**config.mk**
```make
export PLATFORM = sky130hd
export DESIGN_NAME = b3_down_timer_flat
export DESIGN_NICKNAME = d
export VERILOG_FILES = /design/src/rtl/b3_down_timer_if.sv /design/src/rtl/b3_down_timer.sv /design/src/flat_wrapper.sv
export SDC_FILE = /design/constraint.sdc
export NUM_CORES = 1
export LEC_CHECK = 0
export CORE_ASPECT_RATIO = 1.4
export CORE_UTILIZATION = 40
export CTS_BUF_LIST = sky130_fd_sc_hd__clkbuf_2 sky130_fd_sc_hd__clkbuf_4 sky130_fd_sc_hd__clkbuf_8
export DETAILED_ROUTE_END_ITERATION = 10
export PLACE_DENSITY = 0.75
export SLEW_MARGIN = 25
export SYNTH_ARGS = -nofsm -noshare
export SYNTH_HDL_FRONTEND = slang
export SYNTH_SLANG_ARGS = --single-unit
```
**constraint.sdc**
```tcl
create_clock -name clock -period 1.6 [get_ports clock]
set_clock_uncertainty 0.2 [all_clocks]
set_input_delay 0.32 -clock clock [delete_from_list [all_inputs] [get_ports clock]]
set_output_delay 0.32 -clock clock [all_outputs]
set_load 0.005 [all_outputs]
```
**src/rtl/b3_down_timer_if.sv**
```systemverilog
`default_nettype none
// ============================================================================
//  Module      : b3_down_timer_if
//  Description : Control, load-value and status bundle for b3_down_timer.
//  Revision    : 1.0  initial release
// ============================================================================
interface b3_down_timer_if;
  logic       load;
  logic       stop;
  logic       ei;
  logic [1:0] d31_d30;
  logic [1:0] d21_d20;
  logic [1:0] d11_d10;
  logic [1:0] d01_d00;
  logic [1:0] q31_q30;
  logic [1:0] q21_q20;
  logic [1:0] q11_q10;
  logic [1:0] q01_q00;
  logic       busy;
  logic       done;
  logic       zero;

  modport master (
    output load, stop, ei, d31_d30, d21_d20, d11_d10, d01_d00,
    input  q31_q30, q21_q20, q11_q10, q01_q00, busy, done, zero
  );

  modport slave (
    input  load, stop, ei, d31_d30, d21_d20, d11_d10, d01_d00,
    output q31_q30, q21_q20, q11_q10, q01_q00, busy, done, zero
  );
endinterface
`default_nettype wire

```
**src/rtl/b3_down_timer.sv**
```systemverilog
`default_nettype none
// ============================================================================
//  Module      : b3_down_timer
//  Description : 4-digit base-3 loadable down counter with one-cycle done
//                pulse. Optional macro B3_DOWN_TIMER_AUTORELOAD_EN makes the
//                terminal tick reload the last loaded value (periodic mode).
//  Revision    : 1.0  initial release
// ============================================================================
module b3_down_timer (
  input  wire logic       clock,
  input  wire logic       reset_,
  b3_down_timer_if.slave  bus
);

  typedef enum logic [1:0] {
    ST_IDLE = 2'd0,
    ST_RUN  = 2'd1,
    ST_DONE = 2'd2
  } state_t;

  state_t     r_state, w_next_state;
  logic [7:0] r_q, w_next_q;
  logic [7:0] w_load_val;
  logic [7:0] w_dec_q;
  logic       w_borrow;

`ifdef B3_DOWN_TIMER_AUTORELOAD_EN
  logic [7:0] r_reload, w_next_reload;
  logic       r_ar_done, w_next_ar_done;
`endif

  // Digit code 11 is illegal; clamp it to the largest legal digit
  function automatic logic [1:0] clamp_digit(input logic [1:0] d);
    return (d == 2'b11) ? 2'b10 : d;
  endfunction

  assign w_load_val = {clamp_digit(bus.d31_d30), clamp_digit(bus.d21_d20),
                       clamp_digit(bus.d11_d10), clamp_digit(bus.d01_d00)};

  // Base-3 decrement: a 00 digit wraps to 10 and passes the borrow upward
  always_comb begin
    w_dec_q  = r_q;
    w_borrow = 1'b1;
    for (int i = 0; i < 4; i++) begin
      if (w_borrow) begin
        if (r_q[2*i +: 2] == 2'b00) begin
          w_dec_q[2*i +: 2] = 2'b10;
        end else begin
          w_dec_q[2*i +: 2] = r_q[2*i +: 2] - 2'b01;
          w_borrow          = 1'b0;
        end
      end
    end
  end

  always_comb begin
    w_next_state = r_state;
    w_next_q     = r_q;
`ifdef B3_DOWN_TIMER_AUTORELOAD_EN
    w_next_reload  = r_reload;
    w_next_ar_done = 1'b0;
`endif
    if (bus.load) begin
      w_next_q     = w_load_val;
      w_next_state = (w_load_val != 8'd0) ? ST_RUN : ST_DONE;
`ifdef B3_DOWN_TIMER_AUTORELOAD_EN
      w_next_reload = w_load_val;
`endif
    end else begin
      case (r_state)
        ST_RUN: begin
          if (bus.stop) begin
            w_next_state = ST_IDLE;
          end else if (bus.ei) begin
            if (w_dec_q == 8'd0) begin
`ifdef B3_DOWN_TIMER_AUTORELOAD_EN
              w_next_q       = r_reload;
              w_next_ar_done = 1'b1;
`else
              w_next_q     = w_dec_q;
              w_next_state = ST_DONE;
`endif
            end else begin
              w_next_q = w_dec_q;
            end
          end
        end
        ST_DONE: w_next_state = ST_IDLE;
        default: w_next_state = ST_IDLE;
      endcase
    end
  end

  always_ff @(posedge clock) begin
    if (!reset_) begin
      r_state <= ST_IDLE;
      r_q     <= 8'd0;
`ifdef B3_DOWN_TIMER_AUTORELOAD_EN
      r_reload  <= 8'd0;
      r_ar_done <= 1'b0;
`endif
    end else begin
      r_state <= w_next_state;
      r_q     <= w_next_q;
`ifdef B3_DOWN_TIMER_AUTORELOAD_EN
      r_reload  <= w_next_reload;
      r_ar_done <= w_next_ar_done;
`endif
    end
  end

  assign bus.q31_q30 = r_q[7:6];
  assign bus.q21_q20 = r_q[5:4];
  assign bus.q11_q10 = r_q[3:2];
  assign bus.q01_q00 = r_q[1:0];
  assign bus.busy    = (r_state == ST_RUN);
  assign bus.zero    = (r_q == 8'd0);
`ifdef B3_DOWN_TIMER_AUTORELOAD_EN
  assign bus.done    = (r_state == ST_DONE) | r_ar_done;
`else
  assign bus.done    = (r_state == ST_DONE);
`endif

endmodule
`default_nettype wire

```
**src/flat_wrapper.sv**
```systemverilog
// flat-port wrapper written by rule: the top's interface ports become plain ports
module b3_down_timer_flat 
  (clock, reset_, bus_load, bus_stop, bus_ei, bus_d31_d30, bus_d21_d20, bus_d11_d10, bus_d01_d00, bus_q31_q30, bus_q21_q20, bus_q11_q10, bus_q01_q00, bus_busy, bus_done, bus_zero);
  b3_down_timer_if bus_i ();
  input  wire logic clock;
  input  wire logic reset_;
  input wire logic [$bits(bus_i.load)-1:0] bus_load;
  input wire logic [$bits(bus_i.stop)-1:0] bus_stop;
  input wire logic [$bits(bus_i.ei)-1:0] bus_ei;
  input wire logic [$bits(bus_i.d31_d30)-1:0] bus_d31_d30;
  input wire logic [$bits(bus_i.d21_d20)-1:0] bus_d21_d20;
  input wire logic [$bits(bus_i.d11_d10)-1:0] bus_d11_d10;
  input wire logic [$bits(bus_i.d01_d00)-1:0] bus_d01_d00;
  output wire logic [$bits(bus_i.q31_q30)-1:0] bus_q31_q30;
  output wire logic [$bits(bus_i.q21_q20)-1:0] bus_q21_q20;
  output wire logic [$bits(bus_i.q11_q10)-1:0] bus_q11_q10;
  output wire logic [$bits(bus_i.q01_q00)-1:0] bus_q01_q00;
  output wire logic [$bits(bus_i.busy)-1:0] bus_busy;
  output wire logic [$bits(bus_i.done)-1:0] bus_done;
  output wire logic [$bits(bus_i.zero)-1:0] bus_zero;
  assign bus_i.load = bus_load;
  assign bus_i.stop = bus_stop;
  assign bus_i.ei = bus_ei;
  assign bus_i.d31_d30 = bus_d31_d30;
  assign bus_i.d21_d20 = bus_d21_d20;
  assign bus_i.d11_d10 = bus_d11_d10;
  assign bus_i.d01_d00 = bus_d01_d00;
  assign bus_q31_q30 = bus_i.q31_q30;
  assign bus_q21_q20 = bus_i.q21_q20;
  assign bus_q11_q10 = bus_i.q11_q10;
  assign bus_q01_q00 = bus_i.q01_q00;
  assign bus_busy = bus_i.busy;
  assign bus_done = bus_i.done;
  assign bus_zero = bus_i.zero;
  b3_down_timer u_core (.clock(clock), .reset_(reset_), .bus(bus_i));
endmodule
```
==> flow_metrics.py <==
metrics = {
    "worst_setup_path": {
        "reg2reg_from": "u_core.r_q[1]$_SDFFE_PN0P_",
        "r2r_slack_ps": -150,
        "crit_fanout": 2,
        "startpoint": "u_core.r_q[5]$_SDFFE_PN0P_",
        "worstSetupEndpointType": "primary output",
        "criticalPathCategory": "flop to primary output",
        "timing.reg2reg.worst_path_depth": 7,
        "r2r_end": "u_core.r_q[5]$_SDFFE_PN0P_",
        "crit_path_start_kind": "flop",
        "crit_required_ps": 1080,
        "arrival_ps": 1240,
    },
    "sta": {
        "setup_viol": 7,
        "maxSlewViolCount": 0,
        "min_period_over_period": 1.10,
        "fmax_mhz": 569,
        "rsz0062_at_grt": "yes",
        "setup_ws_ps": -157,
        "hold_slack_ps": 333,
        "hold_viol": 0,
        "tightest_slew_ps": 329,
        "period_needed_ps": 1760,
        "relSlewSlack": 0.780,
        "tns_ps": -758,
    },
    "layout": {
        "stdcell_count": 169,
        "fillers": 118,
        "nets": 173,
        "syn2layout_area_growth_pct": 84.4,
        "final_cell_area_um2": 1490,
        "num_antenna_cells": 0,
        "drive_above_1_share": 0.564,
    },
    "floorplanning": {
        "die_w_um": 40.0,
        "dieArea_um2": 2210,
        "coreArea_um2": 1820,
        "initial_utilization": 0.444,
        "io_pins": 24,
        "rows": 18,
        "dieHeight_um": 55.2,
    },
    "hold_path": {
        "holdCritPathClass": "primary input to flop",
        "hold_end": "u_core.r_state[1]$_SDFFE_PN0P_",
        "min_path_cells": 5,
        "min_from": "bus_stop",
    },
    "yosys": {
        "synth_top_area_cell": "dfxtp_1",
        "syn-num-nets": 112,
        "ys_seq_elements": 10,
        "synth-seq-area-share": 0.247,
        "synth_ff_type": "dfxtp_1",
        "synth_edf_count": 0,
        "synth_area_um2": 810,
        "synth_top_area_frac": 0.247,
        "ys_types": 37,
        "synthCells": 90,
        "async_flop_share": 0,
        "yosys_warnings": 0,
        "syn_area_per_cell_um2": 8.99,
        "synth_area_leaders": "dfxtp_1 (25%), ha_1 (14%), inv_1 (4.6%)",
    },
    "placement": {
        "dpl_cell_area_um2": 1290,
        "io_buffers": 23,
        "dpl.hpwl_um": 1790,
        "place.gp.congestion": 0.843,
        "dpl.cell_count": 160,
    },
    "clock_network": {
        "htreeDepth": 1,
        "clkTransAtPathRegs_ps": 80,
        "cts_inserted_buffers": 3,
        "cts_root_buf": "clkbuf_4",
        "clkSinkCount": 10,
        "cts_max_path_buffers": 2,
        "clk_latency_ps": 280,
        "cts_tree": "done",
        "holdBufCountCts": 0,
    },
    "pwr": {
        "ir_drop_mv": 0.659,
        "p_sw_frac": 0.338,
        "seqPwrFrac": 0.288,
        "p_int_mw": 0.665,
        "comb_power_share": 0.521,
        "p_per_area_nw_per_um2": 673,
        "switchingPower_mw": 0.339,
        "pwr-share-clk": 0.191,
        "p_leak_nw": 0.688,
        "power.total_mw": 1.00,
    },
    "drt": {
        "met1_length_um": 1050,
        "firstDrtPassIters": 4,
        "vias": 942,
        "met2_length_um": 1510,
        "ant_nets": 0,
        "drtIter0Drc": 14,
        "wl_um": 2740,
        "maxUsedRoutingLayer": "met4",
        "met3WireLength_um": 84,
        "wl_per_cell_um": 16.2,
        "drc": 0,
        "via_per_inst": 5.57,
    },
    "flow_run": {
        "cap_viol_max_count": 0,
    },
    "global_routing": {
        "gr-total-overflow": 0,
        "grt_pass1_vias": 914,
        "grt_antenna_before_repair": 0,
        "grt_pass1_wl_um": 4010,
        "grt_max_degree": 16,
        "grt_use_total": 0.262,
    },
    "status": {
        "failed_checks": "setup timing",
        "status": "finished with violations",
    },
}
[flip-flops by register name, summed over array words and instances, names as in the netlist]
register        flops
u_core.r_state      2
u_core.r_q          8
[repair_timing]
item,in CTS,in global routing
pin swaps,9,9
gates resized for setup,40,12
endpoints found under the hold margin,0,0
buffers inserted,4,2
setup endpoints to repair,17,9
[cell usage after synthesis (3+ instances only)]
master,n
nor2b_1,4
a21oi_1,3
nand2_1,7
o21ai_0,4
inv_1,10
mux2_2,3
ha_1,9
o211a_1,3
dfxtp_1,10
o221a_2,3
[critical path, cell delays in order (launching register included)]
cell,delay (ps)
dfxtp_2,350
inv_2,50
ha_4,150
and3_4,160
and2_4,130
buf_6,100
[metrics by stage]
step / worst slack [ps] / util
finish: -157 / 0.818
global route: -192 / 0.818
CTS: -148 / 0.773
detailed placement: -327 / 0.709
global placement: -379 / 0.709
floorplan: -50.0 / -
[worst max path at each step]
stage,slack (ps),endpoint
CTS,-150,bus_zero
global route,-190,bus_zero
detailed placement,-330,u_core.r_state[0]$_SDFFE_PN0P_
global placement,-380,u_core.r_state[0]$_SDFFE_PN0P_
floorplan,-50,u_core.r_state[0]$_SDFFE_PN0P_
finish,-160,bus_zero
[cells by family after synthesis]
| kind of cell | Yosys count | synth area share |
|---|---|---|
| simple gates | 27 | 0.210 |
| compound gates | 26 | 0.264 |
| mux | 4 | 0.0541 |
| fa+ha+maj | 9 | 0.139 |
| buf+inv | 14 | 0.0850 |
| flops | 10 | 0.247 |
[power groups by stage]
stage          logic (mW)  registers [mW]  clock network (mW)
5_1_grt             0.564           0.291               0.201
3_3_place_gp        0.408           0.287                   0
2_1_floorplan       0.185           0.298                   0
3_5_place_dp        0.421           0.288                   0
6_report            0.523           0.289               0.192
4_1_cts             0.470           0.288               0.186
[layer usage]
metal	vias up	GRT usage
met3	9	0.0482
met5	-	0
met1	451	0.270
met2	29	0.445
met4	0	0.158
li1	453	-
[placed cells by master, fill, tap and decap left out, drive strengths merged, types with 2 or more instances in the layout]
cell type and instances:
inv 10, o21ai 4, o31ai 2, buf 38
nand2 7, o211a 3, a21oi 4, ha 9
nand3b 2, clkbuf 3, nor4 2, clkdlybuf4s50 11
dlygate4sd2 10, mux2 3, o221a 4, a31o 3
nor2 2, and3 2, dfxtp 10, nor2b 4
nand3 2, and2 2
[layout make-up]
cell class | instances | area (µm²) | share of cell area
sequential | 10 | 213 | 0.142
tap | 20 | 25.0 | 0.0168
inverter | 10 | 37.5 | 0.0251
timing repair buffer | 60 | 523 | 0.350
multi-input combinational | 66 | 672 | 0.450
clock buffer | 3 | 22.5 | 0.0151
Power figures use the tool's default switching activity.
